## config.mk

```make
export PLATFORM = sky130hd
export DESIGN_NAME = telemetry_framer
export DESIGN_NICKNAME = d
export VERILOG_FILES = /design/src/rtl/telemetry_framer.sv
export SDC_FILE = /design/constraint.sdc
export NUM_CORES = 1
export LEC_CHECK = 0
export CAP_MARGIN = 10
export CELL_PAD_IN_SITES_DETAIL_PLACEMENT = 0
export CELL_PAD_IN_SITES_GLOBAL_PLACEMENT = 1
export CORE_ASPECT_RATIO = 0.8
export CORE_MARGIN = 2
export CORE_UTILIZATION = 46
export CTS_CLUSTER_DIAMETER = 80
export DETAILED_ROUTE_END_ITERATION = 16
export GPL_TIMING_DRIVEN = 0
export PLACE_DENSITY = 0.85
export SLEW_MARGIN = 10
export SYNTH_ARGS = -nofsm -noshare
export SYNTH_HDL_FRONTEND = slang
export SYNTH_SLANG_ARGS = --single-unit
```

## constraint.sdc

```tcl
create_clock -name Clock -period 6.5 [get_ports Clock]
set_clock_uncertainty 0.2 [all_clocks]
set_input_delay 0.65 -clock Clock [delete_from_list [all_inputs] [get_ports Clock]]
set_output_delay 0.65 -clock Clock [all_outputs]
set_load 0.05 [all_outputs]
```

## src/rtl/telemetry_framer.sv

```systemverilog
// telemetry_framer
//   Periodically (or on command) snapshots NCH sensor channels and streams
//   them to a byte-wide UART transmitter as a framed packet:
//     HEADER, SEQ, ch0 bytes (MSB first) .. ch[NCH-1] bytes, CHK
//   CHK is the XOR of SEQ and every channel byte. A UART command byte stream
//   controls a buzzer, pauses periodic framing, or requests a frame.
//
// Ports
//   Clock       system clock, rising edge
//   Reset       asynchronous active-low reset
//   ch_data     channel k at bits [k*CHW +: CHW]
//   tx_data     byte offered to the transmitter
//   tx_valid    tx_data is valid; accepted when tx_ready is also high
//   tx_ready    transmitter ready
//   rx_data     received command byte
//   rx_valid    one-cycle strobe qualifying rx_data
//   buzzer      active-low buzzer drive
//   overrun_cnt saturating count of dropped frame triggers
module telemetry_framer #(
  parameter int         NCH    = 4,
  parameter int         CHW    = 16,
  parameter int         PERIOD = 5000000,
  parameter logic [7:0] HEADER = 8'h5A
) (
  input  logic               Clock,
  input  logic               Reset,
  input  logic [NCH*CHW-1:0] ch_data,
  output logic [7:0]         tx_data,
  output logic               tx_valid,
  input  logic               tx_ready,
  input  logic [7:0]         rx_data,
  input  logic               rx_valid,
  output logic               buzzer,
  output logic [7:0]         overrun_cnt
);

  localparam int BPC  = CHW / 8;          // bytes per channel
  localparam int NB   = NCH * BPC;        // channel bytes per frame
  localparam int LAST = NB + 2;           // index of the CHK byte
  localparam int IW   = $clog2(LAST + 1);
  localparam int CW   = $clog2(PERIOD);

  typedef enum logic {IDLE, SEND} state_t;

  state_t             state_q;
  logic [CW-1:0]      cnt_q, cnt_d;
  logic               paused_q, paused_d;
  logic               pending_q, pending_d;
  logic               buzzer_q, buzzer_d;
  logic [7:0]         ovr_q, ovr_d;
  logic [7:0]         seq_q;
  logic [7:0]         tx_data_q;
  logic               tx_valid_q;
  logic [IW-1:0]      idx_q;
  logic [NCH*CHW-1:0] snap_q;

  logic          tick, cmd_trig, trig, start, accept, last_byte;
  logic [IW-1:0] nidx;
  logic [7:0]    chk, next_byte;

  // Channel byte j of the frame payload: channels in order, MSB byte first.
  function automatic logic [7:0] chan_byte(input logic [NCH*CHW-1:0] v, input int j);
    return v[(j / BPC) * CHW + (BPC - 1 - (j % BPC)) * 8 +: 8];
  endfunction

  assign tick      = (cnt_q == CW'(PERIOD - 1));
  assign cmd_trig  = rx_valid && (rx_data == 8'hD0);
  // A tick and a D0 command in the same cycle are a single trigger.
  assign trig      = (tick && !paused_q) || cmd_trig;
  assign start     = (state_q == IDLE) && pending_q;
  assign accept    = tx_valid_q && tx_ready;
  assign last_byte = (idx_q == IW'(LAST));
  assign nidx      = idx_q + IW'(1);

  always_comb begin
    chk = seq_q;
    for (int j = 0; j < NB; j++) chk = chk ^ chan_byte(snap_q, j);
  end

  // Byte to present after the current one is accepted.
  always_comb begin
    next_byte = 8'h00;
    if (nidx == IW'(1)) begin
      next_byte = seq_q;
    end else if (nidx == IW'(LAST)) begin
      next_byte = chk;
    end else begin
      for (int j = 0; j < NB; j++)
        if (nidx == IW'(j + 2)) next_byte = chan_byte(snap_q, j);
    end
  end

  always_comb begin
    cnt_d = tick ? '0 : cnt_q + CW'(1);
    // A trigger that finds pending already set is dropped and counted.
    ovr_d = ovr_q;
    if (trig && pending_q && (ovr_q != 8'hFF)) ovr_d = ovr_q + 8'd1;
    pending_d = start ? 1'b0 : (pending_q | trig);
    paused_d  = paused_q;
    buzzer_d  = buzzer_q;
    if (rx_valid) begin
      case (rx_data)
        8'h88:   buzzer_d = 1'b0;
        8'h99:   buzzer_d = 1'b1;
        8'hC0:   paused_d = 1'b1;
        8'hC1:   paused_d = 1'b0;
        8'hD0:   begin end
        default: buzzer_d = 1'b1;
      endcase
    end
  end

  always_ff @(posedge Clock or negedge Reset) begin
    if (!Reset) begin
      cnt_q     <= '0;
      paused_q  <= 1'b0;
      pending_q <= 1'b0;
      buzzer_q  <= 1'b1;
      ovr_q     <= 8'h00;
    end else begin
      cnt_q     <= cnt_d;
      paused_q  <= paused_d;
      pending_q <= pending_d;
      buzzer_q  <= buzzer_d;
      ovr_q     <= ovr_d;
    end
  end

  // Frame FSM with registered byte/valid outputs.
  always_ff @(posedge Clock or negedge Reset) begin
    if (!Reset) begin
      state_q    <= IDLE;
      idx_q      <= '0;
      seq_q      <= 8'h00;
      tx_valid_q <= 1'b0;
      tx_data_q  <= 8'h00;
    end else begin
      case (state_q)
        IDLE: begin
          if (pending_q) begin
            state_q    <= SEND;
            idx_q      <= '0;
            tx_valid_q <= 1'b1;
            tx_data_q  <= HEADER;
          end
        end
        SEND: begin
          if (accept) begin
            if (last_byte) begin
              state_q    <= IDLE;
              tx_valid_q <= 1'b0;
              seq_q      <= seq_q + 8'd1;
            end else begin
              idx_q     <= nidx;
              tx_data_q <= next_byte;
            end
          end
        end
        default: state_q <= IDLE;
      endcase
    end
  end

  // Payload snapshot; only ever read while a frame it started is in flight.
  always_ff @(posedge Clock) begin
    if (start) snap_q <= ch_data;
  end

  assign tx_data     = tx_data_q;
  assign tx_valid    = tx_valid_q;
  assign buzzer      = buzzer_q;
  assign overrun_cnt = ovr_q;

endmodule

```

Word-level counts from Yosys, hierarchy flattened:

Cells that the tools add are included.

* output and inout port bits: 18
* register bits after elaboration: 120
* word-level logic and storage cells: 92

* muxes and demuxes: 30
* bitwise logic cells: 11
* $add $sub $neg: 4
* reductions and logical operators: 15
* eq/ne operators: 21

Operators by type and width (count)
* $mux W8: 13
* $xor A8 B8 Y8: 8
* $eq A8 B8 Y1 const B: 4
* $add A23 B1 Y23 const B: 1
* $eq A23 B23 Y1 const B: 1
* $mux W23: 1
* $add A8 B1 Y8 const B: 2
* $eq A4 B3 Y1 const B: 4
* $eq A4 B4 Y1 const B: 4
* $pmux W8 S2: 1
* $mux W4: 3
* $reduce_and A3 Y1: 3
* $eq A4 B2 Y1 const B: 2
* $ne A8 B8 Y1 const B: 1
* $pmux W1 S2: 4
* $pmux W4 S2: 1
* $mux W1: 7
* $logic_and A1 B1 Y1: 6
* $add A4 B1 Y4 const B: 1
* $eq A4 B1 Y1 const B: 1
* $ne A2 B1 Y1 const B: 2
* $ne A2 B2 Y1 const B: 2
* $reduce_and A2 Y1: 2
* $reduce_or A3 Y1: 1
* other kinds (5): 6

Longest topological paths before layout:

Gate-level depths: netlist (run 1).

* depth after elaboration: 15
* depth in mapped cells: 9
* gate-level depth less buffers: 8

Worst setup path after synthesis (run 1):

OpenSTA, ideal clock, no wires.

* path type: register to register
* start point: register state_q
* end point: register tx_data_q[0], in the netlist tx_data[0]
* period minus slack after synthesis: 2.843 ns
* stages on the path, launching flop included: 6
* setup slack: 3.657 ns
* setup time: 0.130 ns
* arrival: 2.513 ns
* cell sequence: dfrtp_1 -> nand2b_1 -> inv_1 -> nor2_1 -> a22oi_1 -> o31ai_1

* longest elaborated chain between the ends: 3
* elaborated cells between the ends (all ways): 6
* classes of those cells: eq/ne (3); mux (1); bitwise (1); reduce/logical (1)

Ends and longest elaborated chain
* start: declaration: line 45 `state_t state_q;`
* start signal: assignment: line 132 `state_q <= IDLE;`
* start signal: assignment: line 141 `state_q <= SEND;`
* start signal: assignment: line 150 `state_q <= IDLE;`
* $not A1 Y1
* $ne A2 B2 Y1 (no line)
* $reduce_and A3 Y1 (no line)
* end signal: assignment: line 155 `tx_data_q <= next_byte;`
* end: declaration: line 52 `logic [7:0] tx_data_q;`

Parallel ways exist; a longest one is shown, timed or not.
A chain may end at the register's enable or synchronous reset.

Worst setup path in the final report (run 1):

* start point: register idx_q[0]
* end point: register idx_q[2]

* longest elaborated chain between the ends: 4
* elaborated cells between the ends (all ways): 7
* classes of those cells: add/sub (1); eq/ne (2); mux (3); reduce/logical (1)

Ends and longest elaborated chain
* start: declaration: line 54 `logic [IW-1:0] idx_q;`
* start signal: assignment: line 154 `idx_q <= nidx;`
* $add A4 B1 Y4: line 73 `assign nidx = idx_q + IW'(1);`
* $mux W4: line 149 `if (last_byte) begin`
* $mux W4: line 148 `if (accept) begin`
* $pmux W4 S2: line 138 `case (state_q)`

Parallel ways exist; a longest one is shown, timed or not. The select of a mux whose other input is x is not followed.

==> impl_metrics.py, run 1 <==
metrics = {
    "drt": {
        "viasPerCell": 5.433,
        "vias": 4406,
        "drt_wl_total_um": 14350,
        "ant_nets": 0,
        "dr.pass1.iters": 5,
        "drt_iter0_markers": 335,
        "wl_per_cell_um": 17.69,
        "drc_errors": 0,
    },
    "place": {
        "dp_hpwl_um": 9851,
        "place.gp.congestion": 0.9152,
        "dp_slack_ns": 3.545,
        "io_buffers": 93,
        "postPlaceCellArea_sq_um": 7162,
        "placed_cells": 779,
    },
    "cts": {
        "clk_latency_ns": 0.41,
        "root_buffer": "clkbuf_16",
        "clkTransAtPathRegs_ns": 0.05,
        "cts_buffers": 17,
        "htree_levels": 4,
        "cts_tree": "done",
        "post-cts-setup-buffers": 0,
        "cts_resized": 0,
        "ctsHoldBuffers": 0,
        "max-clock-path-buffers": 2,
        "cts_sinks": 120,
    },
    "logic_synthesis": {
        "synth_edf_count": 64,
        "synthTopCellsByArea": "edfxtp_1, dfrtp_1, xnor2_1",
        "ys_seq_elements": 120,
        "synth_nets": 593,
        "synth-seq-area-share": 0.5546,
        "avgSynthCellArea_sq_um": 11.75,
        "syn-cell-area_sq_um": 5994,
        "synth_flop_cell": "edfxtp_1",
        "syn_inst": 510,
        "synth_top_cell_by_area": "edfxtp_1",
        "synth_cell_types": 60,
        "ys_warn_count": 0,
        "synth_top_area_share": 0.3206,
        "async_reset_ff_frac": 0.4667,
    },
    "timing": {
        "final_max_slew_viol_count": 0,
        "period_minus_slack_ns": 3.051,
        "fmax_mhz": 327.8,
        "finalHoldViolCount": 0,
        "worstMarginPinSlew_ns": 0.8157,
        "fin_tns_setup_ns": 0,
        "setup_ws_ns": 3.449,
        "post-route-period-util": 0.4693,
        "slew_headroom": 0.4562,
        "setup_violations": 0,
        "whs_ns": 0.03952,
        "rsz0062_at_grt": "false",
    },
    "final_layout": {
        "antennaDiodeCount": 0,
        "nFillCells": 1068,
        "drive_above_1_share": 0.08491,
        "final_cell_count_no_fill": 811,
        "final_core_util": 0.6062,
        "final_cell_area_sq_um": 7745,
        "nets": 706,
        "area_growth_pct": 29.20,
    },
    "critical_path": {
        "r2r_start": "idx_q[0]",
        "critPathLaunch": "idx_q[0]",
        "crit_type": "flip-flop to flip-flop",
        "cp.required_ns": 6.61,
        "endpoint_kind": "flip-flop",
        "cp_max_fo": 10,
        "cp.arrival_ns": 3.16,
        "cp-start-kind": "flip-flop",
        "rr_worst_depth": 8,
    },
    "floorplan": {
        "die_area_sq_um": 13970,
        "initial_core_util": 0.4692,
        "boundaryPins": 94,
        "die_w_um": 131.6,
        "die_h_um": 106.1,
        "num_rows": 37,
        "core_sq_um": 12780,
    },
    "grt": {
        "first_global_vias": 4518,
        "grt_pass1_wl_um": 23380,
        "grtUsageTotal": 0.2164,
        "grt_max_degree": 67,
        "grt_antenna_before_repair": 0,
        "grt.overflow.total": 0,
    },
    "min_path": {
        "hold_path_class": "primary input to asynchronous set/reset pin",
    },
    "power": {
        "leakage_nw": 2.980,
        "power_density_nw_per_um2": 361.7,
        "peakVddDrop_uv": 224.5,
        "total_power_mw": 2.801,
    },
    "outcome": {
        "status": "completed",
    },
    "job": {
        "maxCapViolCount": 0,
    },
}
[state kept, by name, indices dropped and copies added (netlist names)]
name	cells
paused_q	1
seq_q	8
pending_q	1
idx_q	4
snap_q	64
cnt_q	23
state_q	1
overrun_cnt	8
buzzer	1
tx_valid	1
tx_data	8
[area by class of cell]
cell class                 instances  area, sq um  share of cell area
multi-input combinational        371         2579              0.3330
clock inverter                     6        61.31            0.007916
tap                              175        219.0             0.02827
buffer                            11        61.31            0.007916
inverter                           8        32.53            0.004200
timing repair buffer              94        945.9              0.1221
sequential                       120         3324              0.4292
clock buffer                      26        521.8             0.06737
[metal layers]
metal / part of all wire / GRT usage / up-vias
met5: 0 / 0 / -
met1: 0.49 / 0.3113 / 2148
met4: 0.013 / 0.06832 / 0
li1: - / - / 2093
met2: 0.44 / 0.3220 / 145
met3: 0.058 / 0.05579 / 20
[where the power goes]
part / switching [mW] / internal [mW]
clock: 0.329 / 0.591
sequential: 0.0641 / 0.864
combinational: 0.552 / 0.402
total: 0.945 / 1.86
[worst paths after layout]
path                                       end  slack (ns)
worst min register to register        cnt_q[4]        0.27
worst max-delay path                  idx_q[2]        3.45
min in group Clock                    cnt_q[4]        0.27
worst max register to register        idx_q[2]        3.45
worst min-delay path            overrun_cnt[0]        0.04
max in group asynchronous           tx_data[1]        5.47
[cells in the mapped netlist (all sizes together) (8+ instances only)]
master / instances
nand3: 16
dfrtp: 55
o31ai: 8
and3: 9
o21a: 8
nand2: 38
xnor2: 76
edfxtp: 64
a21oi: 20
nand4: 9
and2: 9
o21ai: 22
nor2: 31
nor3: 9
xor2: 22
nor2b: 12
[cells by family (layout without fill, tap and decap cells)]
kind of cell             Yosys count  in the layout  share of synthesized area
buffers and inverters             19            145                    0.01524
flip-flops                       120            120                     0.5546
multiplexers                       2              2                   0.003757
AND/OR/NAND/NOR                  160            160                     0.1438
adder cells (fa/ha/maj)            7              7                    0.01461
XOR/XNOR                          98             98                     0.1432
AO/OA/AOI/OAI                    104            104                     0.1248
[worst max-delay path, cell delays in order (launching register included)]
cell and delay [ns]:
dfrtp_1 0.49, inv_1 0.13, ha_1 0.36, clkbuf_1 0.49
buf_2 0.35, a21oi_1 0.20, nor2_1 0.44, o21ai_0 0.19
o31ai_1 0.10
[layout by cell type (no fill, tap or decap), types with 11 or more instances in the layout]
| cell type | instances |
|---|---|
| nor2b_1 | 11 |
| edfxtp_1 | 64 |
| nor2_1 | 31 |
| clkdlybuf4s50_1 | 92 |
| nand3_1 | 16 |
| dfrtp_1 | 55 |
| o21ai_0 | 17 |
| clkbuf_16 | 19 |
| nand2_1 | 38 |
| xor2_1 | 22 |
| a21oi_1 | 20 |
| xnor2_1 | 76 |
Power figures use the tool's default switching activity.
==> run 2: changes to the inputs <==
Settings changed: CORE_UTILIZATION 46 to 43, PLACE_DENSITY 0.85 to 0.8.
Clock period 6.5 ns to 2.9 ns, I/O delays scaled along.
==> run 2 against run 1 <==
Clock power grew 120%. Die area grew 6.7%. Utilization shrank 3.6 points.
==> impl_metrics.py, run 2 (same netlist as run 1, synthesis figures left out) <==
metrics = {
    "floorplan": {
        "die_h_um": 109.6,
        "num_rows": 38,
        "initial_core_util": 0.4408,
        "boundaryPins": 94,
        "die_area_sq_um": 14910,
        "core_sq_um": 13600,
        "die_w_um": 136.0,
    },
    "power": {
        "peakVddDrop_uv": 501.0,
        "power_density_nw_per_um2": 805.3,
        "comb_power_share": 0.341,
        "seq_power_share": 0.333,
        "p_clk_frac": 0.326,
        "sw_frac_of_total": 0.3347,
        "p_int_mw": 4.152,
        "switchingPower_mw": 2.089,
        "leakage_nw": 2.986,
    },
    "timing": {
        "period_minus_slack_ns": 2.743,
        "whs_ns": 0.2230,
        "setup_ws_ns": 0.1571,
        "setup_violations": 0,
        "post-route-period-util": 0.9458,
        "slew_headroom": 0.4569,
        "finalHoldViolCount": 0,
        "final_max_slew_viol_count": 0,
        "fmax_mhz": 364.6,
        "rsz0062_at_grt": "false",
        "worstMarginPinSlew_ns": 0.8147,
    },
    "grt": {
        "grt_antenna_before_repair": 0,
        "grtUsageTotal": 0.2018,
        "grt_max_degree": 67,
        "grt_pass1_wl_um": 22110,
        "grt.overflow.total": 0,
        "first_global_vias": 4290,
    },
    "min_path": {
        "hp-start": "ch_data[40]",
        "holdPathEnd": "snap_q[40]",
        "hold_path_class": "primary input to flip-flop",
        "hold_depth": 1,
    },
    "final_layout": {
        "largest_register_ffs": 64,
        "drive_above_1_share": 0.09248,
        "top_register": "snap_q",
        "reg_top3": "snap_q (64), cnt_q (23)",
        "nets": 708,
        "final_common_cell": "clkdlybuf4s50_1",
        "antennaDiodeCount": 0,
        "area_growth_pct": 29.28,
        "nFillCells": 1171,
        "final_cell_mix": "clkdlybuf4s50_1, xnor2_1, edfxtp_1",
    },
    "cts": {
        "cts_tree": "done",
        "root_buffer": "clkbuf_16",
        "cts_sinks": 120,
        "clkTransAtPathRegs_ns": 0.05,
        "cts_buffers": 17,
        "max-clock-path-buffers": 2,
        "clk_latency_ns": 0.42,
        "htree_levels": 4,
    },
    "critical_path": {
        "crit_type": "flip-flop to flip-flop",
        "r2r_slack_ns": 0.16,
        "cp.required_ns": 3.00,
        "cp.arrival_ns": 2.84,
        "cp_max_fo": 10,
        "crit_chain": "inv_1 -> ha_1 -> clkbuf_1 -> and4bb_2 -> or2_1 -> a221oi_1 -> o221ai_1 -> o221a_2",
        "r2r_start": "idx_q[0]",
        "crit_slowest_cell": "dfrtp_1",
        "endpoint_kind": "flip-flop",
        "rr_worst_depth": 8,
        "slowest_delay_ns": 0.52,
        "cp-start-kind": "flip-flop",
        "reg2reg_to": "tx_data[6]",
    },
    "drt": {
        "drt_iter0_markers": 274,
        "dr.pass1.iters": 5,
        "ant_nets": 0,
        "vias": 4331,
        "wl_per_cell_um": 17.11,
        "drc_errors": 0,
        "drt_wl_total_um": 13990,
        "viasPerCell": 5.295,
    },
    "place": {
        "dp_hpwl_um": 9679,
        "io_buffers": 93,
        "place.gp.congestion": 0.8607,
        "dp_slack_ns": -0.02479,
    },
    "job": {
        "maxCapViolCount": 0,
    },
    "outcome": {
        "status": "completed",
    },
}
run 2: metrics by stage:
stage / setup TNS, ns / cell area, sq um / utilization / cells / total power, mW
floorplan: 0 / 5995 / - / 510 / 3.534
global placement: -38.45 / 7151 / 0.5259 / 783 / 4.159
detailed placement: -0.05852 / 7151 / 0.5259 / 783 / 4.178
CTS: 0 / 7729 / 0.5684 / 816 / 6.234
global route: 0 / 7750 / 0.5699 / 818 / 6.540
finish: 0 / 7750 / 0.5699 / 818 / 6.241
run 2: timing repair:
item	4_1_cts	5_1_grt
hold endpoints to repair	55	0
endpoints found under the setup margin	8	10
setup buffers	0	2
resized for setup	1	2
hold buffers	1	0
run 2: worst max-delay path, delay by kind of cell (launching register included):
family / cells / cell delay, ns
DFF: 1 / 0.52
and+or+nand+nor: 2 / 0.69
AOI/OAI and AO/OA: 3 / 0.57
adders and majority gates: 1 / 0.25
buffers and inverters: 2 / 0.38
run 2: how the worst max path moves through the flow:
stage / endpoint / slack [ns] / depth (start not counted) / startpoint
2_1_floorplan: tx_data[0] / 0.06 / 5 / state_q
3_3_place_gp: tx_data[0] / -0.76 / 5 / state_q
3_5_place_dp: idx_q[2] / -0.02 / 8 / idx_q[0]
4_1_cts: tx_data[1] / 0.08 / 8 / idx_q[0]
5_1_grt: seq_q[5] / 0.02 / 8 / idx_q[0]
6_report: tx_data[6] / 0.16 / 8 / idx_q[0]
run 2: cell type report:
| cell class | instances | area [sq um] | area share |
|---|---|---|---|
| clock inverter | 9 | 98.84 | 0.01275 |
| sequential | 120 | 3324 | 0.4290 |
| timing repair buffer | 96 | 953.4 | 0.1230 |
| buffer | 11 | 62.56 | 0.008072 |
| clock buffer | 23 | 467.9 | 0.06038 |
| inverter | 8 | 32.53 | 0.004198 |
| multi-input combinational | 371 | 2585 | 0.3335 |
| tap | 180 | 225.2 | 0.02906 |
run 2: power by group through the flow:
stage,clock [mW],sequential [mW],combinational [mW]
after floorplan,0,2.25,1.29
after global placement,0,2.11,2.05
after detailed placement,0,2.11,2.07
after CTS,2.07,2.08,2.08
after global routing,2.17,2.10,2.28
final,2.03,2.08,2.13
run 2: per-layer routing:
layer	global-route usage	share of wire	vias up
met1	0.2882	0.50	2087
met5	0	0	-
met4	0.08854	0.015	0
li1	-	-	2097
met2	0.2793	0.42	128
met3	0.06639	0.064	19
==> RTL change: new RTL, flow settings as in run 2 <==
`CHW`: 16 -> 32.
--- a/src/rtl/telemetry_framer.sv
+++ b/src/rtl/telemetry_framer.sv
@@ -20,3 +20,3 @@
   parameter int         NCH    = 4,
-  parameter int         CHW    = 16,
+  parameter int         CHW    = 32,
   parameter int         PERIOD = 5000000,
Ports: changed (resized ch_data); port bits go from 94 to 158. The function was not compared with the original's and may differ.
==> RTL change against run 2 <==
- sequential cell count grew 65
- combinational power grew 32%
- synthesized area is 56% higher
- total power grew 31%
- die area is 54% higher
- first-iteration DRC count rose to 3.2 times the old value
- wire length grew 97%
- global-route usage is 3.9 points higher
- non-clock buffer count grew 104
- design area increased by 61%
- worst setup slack worse by 0.11 ns
- clock power increased by 15%
==> RTL change: results <==
export IMPL_power_leakage_nw=4.45
export IMPL_io_buffers=157
export IMPL_synthMuxAreaShare_pct=0.241
export IMPL_r2r_setup_slack_ns=0.04
export IMPL_slew_headroom_pct=44.0
export IMPL_dr_wl_met3_um=2680
export IMPL_synth_edff_count=128
export IMPL_combPwrFrac_pct=34.5
export IMPL_grt_pass1_wl_um=41400
export IMPL_synth_cells=802
export IMPL_ctsResizeCount=55
export IMPL_worst_path_max_delay_cell="or4_4"
export IMPL_ys_types=75
export IMPL_synth_net_count=950
export IMPL_peakVddDrop_mv=0.496
export IMPL_area_growth_pct=33.6
export IMPL_routed_wl_met2_um=11500
export IMPL_wl_um=27600
export IMPL_synthAdderAreaFrac_pct=1.07
export IMPL_grt_pass1_vias=7191
export IMPL_reg2reg_to="tx_data[0]"
export IMPL_cts_clk_slew_worst_paths_ns=0.08
export IMPL_comb_cell_power_mw=2.82
export IMPL_ys_seq_area_share_pct=56.3
export IMPL_wl_per_cell_um=21.3
export IMPL_layout_nets=1155
export IMPL_cp_arrival_ns=2.96
export IMPL_synth_compound_area_share_pct=13.9
export IMPL_synthTopCellsByArea="edfxtp_1, dfrtp_1, xnor2_1, xor2_1, a21oi_1"
export IMPL_status="finished, final reports clean"
export IMPL_crit_path_max_incr_delay_ns=0.56
export IMPL_met1_length_um=12700
export IMPL_hpwl_um=19900
export IMPL_sequentialPowerShare_pct=37.0
export IMPL_worst_path_max_fanout=7
export IMPL_grt_max_degree=58
export IMPL_hp_start="ch_data[59]"
export IMPL_met3_usage_pct=5.24
export IMPL_p_sw_share_pct=35.7
export IMPL_routed_via_density=5.81
export IMPL_reg_largest_list="snap_q (128), cnt_q (23)"
[RTL change: per-stage QoR]
step / hold WS [ns] / setup slack (ns) / instance area, um^2 / TNS, ns
floorplan: -0.206 / -0.481 / 9370 / -18.14
global placement: 0.274 / -1.93 / 11300 / -174.07
detailed placement: 0.219 / -0.966 / 11300 / -10.08
CTS: 0.185 / -0.116 / 12200 / -0.161
global route: 0.181 / -0.0391 / 12500 / -0.0907
finish: 0.194 / 0.0438 / 12500 / 0
[RTL change: worst max-delay path: cells and delay by family, from the launching register on]
family	cells	cell delay, ns
AND/OR/NAND/NOR	2	0.72
buffers and inverters	4	0.51
flip-flops	1	0.46
adder cells (fa/ha/maj)	1	0.16
AO/OA/AOI/OAI	4	0.67
[RTL change: layout make-up]
type	count	area, um^2
Fill cell	1736	8940
Multi-Input combinational cell	580	4230
Sequential cell	185	5280
Buffer	19	125
Clock inverter	15	166
Clock buffer	17	425
Timing Repair Buffer	192	1880
Tap cell	275	344
Inverter	12	55.1
